## config.mk

```make
export PLATFORM = sky130hd
export DESIGN_NAME = sram_wr_sequencer
export DESIGN_NICKNAME = d
export VERILOG_FILES = /design/src/rtl/sram_pkg.sv /design/src/rtl/sram_wr_fifo.sv /design/src/rtl/sram_wr_sequencer.sv
export SDC_FILE = /design/constraint.sdc
export NUM_CORES = 1
export LEC_CHECK = 0
export CORE_ASPECT_RATIO = 0.7
export CORE_MARGIN = 3
export CORE_UTILIZATION = 45
export DETAILED_ROUTE_END_ITERATION = 6
export PLACE_DENSITY_LB_ADDON = 0.12
export REMOVE_ABC_BUFFERS = 1
export SYNTH_ARGS = -nofsm -noshare
export SYNTH_HDL_FRONTEND = slang
export SYNTH_SLANG_ARGS = --single-unit
```

## constraint.sdc

```tcl
create_clock -name clk -period 4.7 [get_ports clk]
set_input_delay 1.175 -clock clk [delete_from_list [all_inputs] [get_ports clk]]
set_output_delay 1.175 -clock clk [all_outputs]
set_load 0.005 [all_outputs]
```

## src/rtl/sram_pkg.sv

```systemverilog
// Shared widths and controller state encoding for the SRAM write path.
package sram_pkg;

  localparam int SRAM_ADDR_W = 18;
  localparam int SRAM_DATA_W = 32;

  typedef enum logic [1:0] {
    IDLE  = 2'd0,
    RUN   = 2'd1,
    DRAIN = 2'd2
  } sram_state_t;

endpackage

```

## src/rtl/sram_wr_fifo.sv

```systemverilog
// Show-ahead word FIFO: the head entry is visible on rd_data while not empty.
// A push is taken when full provided a pop happens in the same cycle.
module sram_wr_fifo
  import sram_pkg::*;
#(
  parameter int WIDTH = SRAM_DATA_W,
  parameter int DEPTH = 4
) (
  input  logic             clk,
  input  logic             rst,
  input  logic             push,
  input  logic [WIDTH-1:0] wr_data,
  input  logic             pop,
  output logic [WIDTH-1:0] rd_data,
  output logic             full,
  output logic             empty
);

  localparam int AW = $clog2(DEPTH);

  logic [WIDTH-1:0] mem [DEPTH];
  logic [AW:0]      wr_ptr_q;
  logic [AW:0]      rd_ptr_q;
  logic             do_push;
  logic             do_pop;

  assign empty   = (wr_ptr_q == rd_ptr_q);
  assign full    = (wr_ptr_q[AW] != rd_ptr_q[AW]) &&
                   (wr_ptr_q[AW-1:0] == rd_ptr_q[AW-1:0]);
  assign do_pop  = pop && !empty;
  assign do_push = push && (!full || do_pop);
  assign rd_data = mem[rd_ptr_q[AW-1:0]];

  // Pointer update; the extra MSB separates full from empty.
  always_ff @(posedge clk or posedge rst) begin
    if (rst) begin
      wr_ptr_q <= '0;
      rd_ptr_q <= '0;
    end else begin
      if (do_push) wr_ptr_q <= wr_ptr_q + 1'b1;
      if (do_pop)  rd_ptr_q <= rd_ptr_q + 1'b1;
    end
  end

  // Storage write; contents need no reset because the pointers define validity.
  always_ff @(posedge clk) begin
    if (do_push) mem[wr_ptr_q[AW-1:0]] <= wr_data;
  end

endmodule

```

## src/rtl/sram_wr_sequencer.sv

```systemverilog
// Packs an upstream byte stream into little-endian 32-bit words and writes
// them to consecutive SRAM word addresses through a small word FIFO.
//
//   state | meaning
//   IDLE  | waiting for start; zero-length request pulses done directly
//   RUN   | accepting bytes until 4*word_count have been taken
//   DRAIN | all bytes taken; emptying FIFO until the last word handshakes
module sram_wr_sequencer
  import sram_pkg::*;
#(
  parameter int FIFO_DEPTH = 4
) (
  input  logic                   clk,
  input  logic                   rst,
  input  logic                   start,
  input  logic [SRAM_ADDR_W-1:0] base_addr,
  input  logic [SRAM_ADDR_W-1:0] word_count,
  input  logic                   smp_valid,
  output logic                   smp_ready,
  input  logic [7:0]             smp_data,
  output logic                   wr_valid,
  input  logic                   wr_ready,
  output logic [SRAM_ADDR_W-1:0] wr_addr,
  output logic [SRAM_DATA_W-1:0] wr_data,
  output logic                   busy,
  output logic                   done,
  output logic                   overflow
);

  sram_state_t            state_q, state_d;
  logic [1:0]             byte_cnt_q;
  logic [23:0]            pack_q;
  logic [SRAM_DATA_W-1:0] word_q;
  logic                   push_q;
  logic [SRAM_ADDR_W-1:0] in_left_q;
  logic [SRAM_ADDR_W-1:0] out_left_q;
  logic [SRAM_ADDR_W-1:0] addr_q;
  logic                   done_q;
  logic                   overflow_q;
  logic [SRAM_DATA_W-1:0] fifo_head;
  logic                   fifo_full;
  logic                   fifo_empty;
  logic                   start_acc;
  logic                   start_nil;
  logic                   smp_acc;
  logic                   wr_hs;
  logic                   last_byte;
  logic                   last_word;

  assign start_acc = (state_q == IDLE) && start && (word_count != '0);
  assign start_nil = (state_q == IDLE) && start && (word_count == '0);
  // A byte that completes a word needs a free FIFO slot; earlier bytes only fill the packer.
  assign smp_ready = (state_q == RUN) && (!fifo_full || (byte_cnt_q != 2'd3));
  assign smp_acc   = smp_valid && smp_ready;
  assign wr_valid  = !fifo_empty;
  assign wr_hs     = wr_valid && wr_ready;
  assign last_byte = smp_acc && (byte_cnt_q == 2'd3) && (in_left_q == SRAM_ADDR_W'(1));
  assign last_word = (state_q == DRAIN) && wr_hs && (out_left_q == SRAM_ADDR_W'(1));
  assign wr_addr   = addr_q;
  assign wr_data   = wr_valid ? fifo_head : '0;
  assign busy      = (state_q != IDLE);
  assign done      = done_q;
  assign overflow  = overflow_q;

  // State register.
  always_ff @(posedge clk or posedge rst) begin
    if (rst) state_q <= IDLE;
    else     state_q <= state_d;
  end

  // Next-state decode.
  always_comb begin
    state_d = state_q;
    case (state_q)
      IDLE:    if (start_acc) state_d = RUN;
      RUN:     if (last_byte) state_d = DRAIN;
      DRAIN:   if (last_word) state_d = IDLE;
      default: state_d = IDLE;
    endcase
  end

  // Byte packer: assemble a word, then hand it to the FIFO one cycle later.
  always_ff @(posedge clk or posedge rst) begin
    if (rst) begin
      byte_cnt_q <= '0;
      pack_q     <= '0;
      word_q     <= '0;
      push_q     <= 1'b0;
      in_left_q  <= '0;
    end else begin
      push_q <= 1'b0;
      if (start_acc) begin
        byte_cnt_q <= '0;
        in_left_q  <= word_count;
      end else if (smp_acc) begin
        byte_cnt_q <= byte_cnt_q + 2'd1;
        case (byte_cnt_q)
          2'd0:    pack_q[7:0]   <= smp_data;
          2'd1:    pack_q[15:8]  <= smp_data;
          2'd2:    pack_q[23:16] <= smp_data;
          default: begin
            word_q    <= {smp_data, pack_q};
            push_q    <= 1'b1;
            in_left_q <= in_left_q - SRAM_ADDR_W'(1);
          end
        endcase
      end
    end
  end

  // Write-side address and remaining-word counter; address wraps at 2^18.
  always_ff @(posedge clk or posedge rst) begin
    if (rst) begin
      addr_q     <= '0;
      out_left_q <= '0;
    end else if (start_acc) begin
      addr_q     <= base_addr;
      out_left_q <= word_count;
    end else if (wr_hs) begin
      addr_q     <= addr_q + SRAM_ADDR_W'(1);
      out_left_q <= out_left_q - SRAM_ADDR_W'(1);
    end
  end

  // Completion pulse and sticky drop flag.
  always_ff @(posedge clk or posedge rst) begin
    if (rst) begin
      done_q     <= 1'b0;
      overflow_q <= 1'b0;
    end else begin
      done_q <= start_nil || last_word;
      if (start_acc)
        overflow_q <= 1'b0;
      else if ((state_q == RUN) && smp_valid && !smp_ready)
        overflow_q <= 1'b1;
    end
  end

  sram_wr_fifo #(
    .WIDTH (SRAM_DATA_W),
    .DEPTH (FIFO_DEPTH)
  ) u_fifo (
    .clk     (clk),
    .rst     (rst),
    .push    (push_q),
    .wr_data (word_q),
    .pop     (wr_hs),
    .rd_data (fifo_head),
    .full    (fifo_full),
    .empty   (fifo_empty)
  );

endmodule

```

After elaboration in Yosys (flattened, before gate mapping):

Memories as Yosys holds them, arrays and structs flattened.
Index checks and enable logic that the tools add are counted.

* register bits after elaboration: 123
* latch bits: 0
* RAM bits: 128
* memory bits (read-only): 0
* output and inout port bits: 55
* memories kept: 1

Memory list
* u_fifo.mem: depth 4, width 32, read ports 1, clocked after memory_dff 0, wr ports 1, line sram_wr_fifo.sv:21 `logic [WIDTH-1:0] mem [DEPTH];`

* add/subtract/negate cells: 6
* multipliers: 0
* divide/modulo/power cells: 0
* $lt $le $gt $ge: 0
* eq/ne operators: 15
* shift operators: 0
* mux-type cells: 21
* bitwise operators: 2
* reductions and logical operators: 36

Operators by type and width (number)
* $mux 18: 7
* $eq 18x1->1 const B: 2
* $sub 18x1->18 const B: 2
* $mux 32: 1
* $add 18x1->18 const B: 1
* $logic_not 18->1: 1
* $reduce_bool 18->1: 1
* $logic_and 1x1->1: 15
* $reduce_and 3->1: 5
* $mux 2: 5
* $ne 2x2->1 const B: 4
* $reduce_bool 2->1: 4
* $mux 1: 7
* $add 3x1->3 const B: 2
* $eq 2x2->1 const B: 3
* $pmux 2 s3: 1
* $eq 2x1->1 const B: 2
* $logic_not 2->1: 2
* $eq 3x3->1: 1
* $logic_not 1->1: 3
* $logic_or 1x1->1: 3
* $reduce_or 3->1: 1
* $add 2x1->2 const B: 1
* $eq 2x2->1: 1
* 4 further kinds: 5

Longest topological paths before layout:

* depth in word-level cells: 10
* gate-level depth with buffers: 9

Modules after synthesis:

Synthesis repeated with hierarchy kept, for this count alone.

* cells, all modules: 791
* area total of the unflattened synthesis: 10760.3 um^2

By module, submodules not included
* sram_wr_sequencer: times used 1, cells each 587, area an instance 5689.2 um^2, seq. area each 2927.8 um^2
* sram_wr_fifo: times used 1, cells each 204, area an instance 5071.1 um^2, seq. area each 3993.8 um^2

Worst setup path before layout:

Ideal clock, no wire load.

* path type: input port to flip-flop
* start point: input port wr_ready
* end point: memory u_fifo.mem[3][0] (netlist bit) (enable)
* library setup time: 0.424 ns
* arrival time: 2.851 ns
* data required time: 4.276 ns
* setup slack: 1.425 ns
* cell stages on the path: 3
* buffers on the path: 0
* path through: nand2b_1 -> o31ai_1 -> nor2_1

* cells in the longest elaborated chain, start to end: 6

Ends and longest elaborated chain
* start: declaration: line sram_wr_sequencer.sv:22 `input logic wr_ready,`
* $logic_and 1x1->1: line sram_wr_sequencer.sv:56 `assign wr_hs = wr_valid && wr_ready;`
* $logic_and 1x1->1: line sram_wr_fifo.sv:30 `assign do_pop = pop && !empty;`
* $logic_or 1x1->1: line sram_wr_fifo.sv:31 `assign do_push = push && (!full || do_pop);`
* $logic_and 1x1->1: line sram_wr_fifo.sv:31
* $mux 1: line sram_wr_fifo.sv:47 `if (do_push) mem[wr_ptr_q[AW-1:0]] <= wr_data;`
* $mux 1 (implied by the code): line sram_wr_fifo.sv:47
* end: declaration: line sram_wr_fifo.sv:21

Every way passes these cells.

Worst setup path after layout:

* start point: register u_fifo.rd_ptr_q[0]
* end point: output port wr_data[16]

* cells in the longest elaborated chain, start to end: 2
* elaborated cells between the ends (all ways): 3

Ends and longest elaborated chain
* start: declaration: line sram_wr_fifo.sv:23 `logic [AW:0] rd_ptr_q;`
* start signal: assignment: line sram_wr_fifo.sv:41 `if (do_pop) rd_ptr_q <= rd_ptr_q + 1'b1;`
* $mem_v2 4x32 or $eq 3x3->1 (tied branches)
* $mux 32 (*): line sram_wr_sequencer.sv:60 `assign wr_data = wr_valid ? fifo_head : '0;`
* end: declaration: line sram_wr_sequencer.sv:24 `output logic [SRAM_DATA_W-1:0] wr_data,`

Mark *: on every way between the ends. The rest lies on a longest branch, timed or not.

==> run metrics <==
status completed; pin count of the biggest net entering global routing 67; DR WL/cell 19.3 um; mux contribution to synthesized area 13.0%; Final GP Congestion ~0.8; clock root cell clkbuf_16; CTS tree yes; part of the Yosys area used for sequential elements approximately 65%; setup bufs post-CTS 0; Critical Path Max Stage Delay 660 ps; Tcrit/Tclk final 84.6%; Post-synth top cells edfxtp_1, dfrtp_1, nand2_1; Starting Density a little under half; critical path required time 3520 ps; final setup fails 0; final non-filler cell area 12900 um^2; Critical Path End Type output pin; skew final 8.42 ps; first-pass GRT wire length between 30 and 40 mm; # DRC 0; measured slew at the worst slew-check pin between 1000 and 1500 ps; total CTS buffers 24; synthesized area between 10000 and 15000 um^2; n_diodes 0; initial antenna violation count 0; Yosys top cell by area edfxtp_1; slew margin rel. approximately 7.2%; Post-Syn Instances 730; fin crit period 3980 ps; Sum Neg Setup Slack 0 ps; Post-synth ARST share approximately 49%; Synth Area per Inst 14.6 um^2; synth top area cells edfxtp_1, dfrtp_1, mux4_2; RSZ-0062 raised after global routing no; Area after DPL ~12000 um^2; CP top delay family buffers and inverters; slowest CP cell dfrtp_2; WHS just under 500 ps; Yosys reg bits around 250; unique cell type count in the Yosys netlist 53; crit path kind flop to output pin; Layout area overhead 21.4%; Reg clk slew, reported paths 60 ps; Die Area 25600 um^2; chip width roughly 190 um; Multi-input gate area ~3600 um^2; Slew Limit Fails 0; XOR/XNOR share of the synthesized area between 3 and 4%; GRT overflow 0; cts hold-fix bufs 0; number of global-route vias before repair approximately 6700; H-Tree Level Count 1; final core utilization between 50% and 60%; CTS resizes 0; post-synthesis adder-cell area fraction under 10%; Critical Path AT about 2800 ps; critical path launch point type flop; via count ~6400; largest family of logic cells by synthesized area multiplexers; I/O pin cnt 104; sequential cell area roughly 6900 um^2; total wire length between 20 and 25 mm; num rows 46; DR vias/cell about 5.4; Pleak 4.69 nW; Buf/Inv on CP 2; Post-Synth Simple-Gate Area between 10% and 20%; # fillers roughly 1900; clock sinks roughly 250; Hold Vio Cnt, Final 0; EDFF count, synth roughly 130; DP Wirelength around 15 mm; Die H about 130 um; Global Route Usage Sum a little under a fifth; total core area between 20000 and 25000 um^2; I/O Buffers between 100 and 150; Worst Hold Class flop to flop; share of the synthesized area in the top cell type a little over a third; yosys warns 0; worst path cell trace xor2_1, nor3_2, buf_4, nor2b_1, clkdlybuf4s50_1; Clk Latency, worst-skew pair between 500 and 600 ps; top-count cell post-synth edfxtp_1; complex-gate fraction of the synthesized area between 5 and 6%; Synth Flop Type edfxtp_1; VDD IR max between 0.0003 and 0.0004 V; antenna viol nets, final 0; layout cells sized above 1 19.1%; Pre-antenna DRT Iters 5; max_cap viols 0; DRT iter0 DRCs 467; Crit Path Max Fanout 33; Fmax ~250 MHz; Power Dens Cells roughly 650 nW/um^2; Longest Clk Path Bufs 3; nets between 900 and 1000
## where the power goes
group          switching (W)  internal, W  leakage [nW]
clock network       0.000803      0.00115         0.397
logic                0.00121      0.00156          1.66
registers           0.000581      0.00308          2.63
## flip-flops by register name, summed over array words and instances (netlist names), 2 cells and up
register	count
u_fifo.mem	128
word_q	32
pack_q	24
in_left_q	18
out_left_q	18
wr_addr	18
u_fifo.rd_ptr_q	3
u_fifo.wr_ptr_q	3
byte_cnt_q	2
state_q	2
## layout make-up
class | instances | share of cell area [%]
clock buffer | 33 | 5.37
clock inverter | 11 | 0.870
inverter | 16 | 0.483
multi-input combinational | 435 | 27.9
sequential | 251 | 53.5
tap | 312 | 3.01
timing repair buffer | 119 | 8.89
## per-stage QoR
| stage | setup slack (ps) | std cells | power [W] |
|---|---|---|---|
| after global placement | 911 | 1133 | 0.00638 |
| after CTS | 621 | 1177 | 0.00848 |
| final | 724 | 1177 | 0.00838 |
| after detailed placement | 833 | 1133 | 0.00650 |
| after floorplan | -266 | 702 | 0.00515 |
| after global routing | 519 | 1177 | 0.00891 |
## kinds of logic after synthesis
kind of cell | count (synthesis)
xor+xnor | 41
flops | 251
mux | 91
simple gates | 206
fa+ha+maj | 15
buf+inv | 44
compound gates | 82
## metal layers
metal  track usage [%]  wire length (um)  up-vias
met1              27.5             11200     3295
met4              2.95               288        0
met2              28.3             10400      114
met3              3.06               845       25
met5                 0                 0        -
li1                  -                 -     2974
## cell usage in the layout (no fill, tap or decap), types with 5 or more instances in the layout
| cell type | count |
|---|---|
| a21o_1 | 5 |
| buf_4 | 16 |
| clkbuf_16 | 25 |
| clkdlybuf4s50_1 | 103 |
| dfrtp_1 | 122 |
| edfxtp_1 | 128 |
| ha_1 | 15 |
| inv_1 | 14 |
| mux2_2 | 57 |
| mux4_2 | 32 |
| nand2_1 | 59 |
| nand3_1 | 16 |
| nand4_1 | 9 |
| nor2_1 | 15 |
| nor2b_1 | 34 |
| nor3_1 | 13 |
| nor4_1 | 13 |
| o211ai_1 | 12 |
| o21ai_0 | 35 |
| or4_1 | 5 |
| xnor2_1 | 21 |
| xor2_1 | 20 |
## path summary, 6_finish.rpt
kind                                                     start                        endpoint  slack, ps  cells past startpoint
worst min-delay path            u_fifo.wr_ptr_q[2]$_DFFE_PP0N_  u_fifo.wr_ptr_q[2]$_DFFE_PP0N_        490                      1
min in group asynchronous                                  rst           word_q[0]$_DFFE_PP0P_       1210                      2
max in group asynchronous                                  rst       in_left_q[12]$_DFFE_PP0P_       2630                      3
worst max-delay path            u_fifo.rd_ptr_q[0]$_DFFE_PP0P_                     wr_data[16]        720                      5
worst max register to register  u_fifo.rd_ptr_q[0]$_DFFE_PP0P_        in_left_q[4]$_DFFE_PP0P_       1150                      9
worst min register to register  u_fifo.wr_ptr_q[2]$_DFFE_PP0N_  u_fifo.wr_ptr_q[2]$_DFFE_PP0N_        490                      1
No activity file was read; power rests on OpenSTA's default activity.
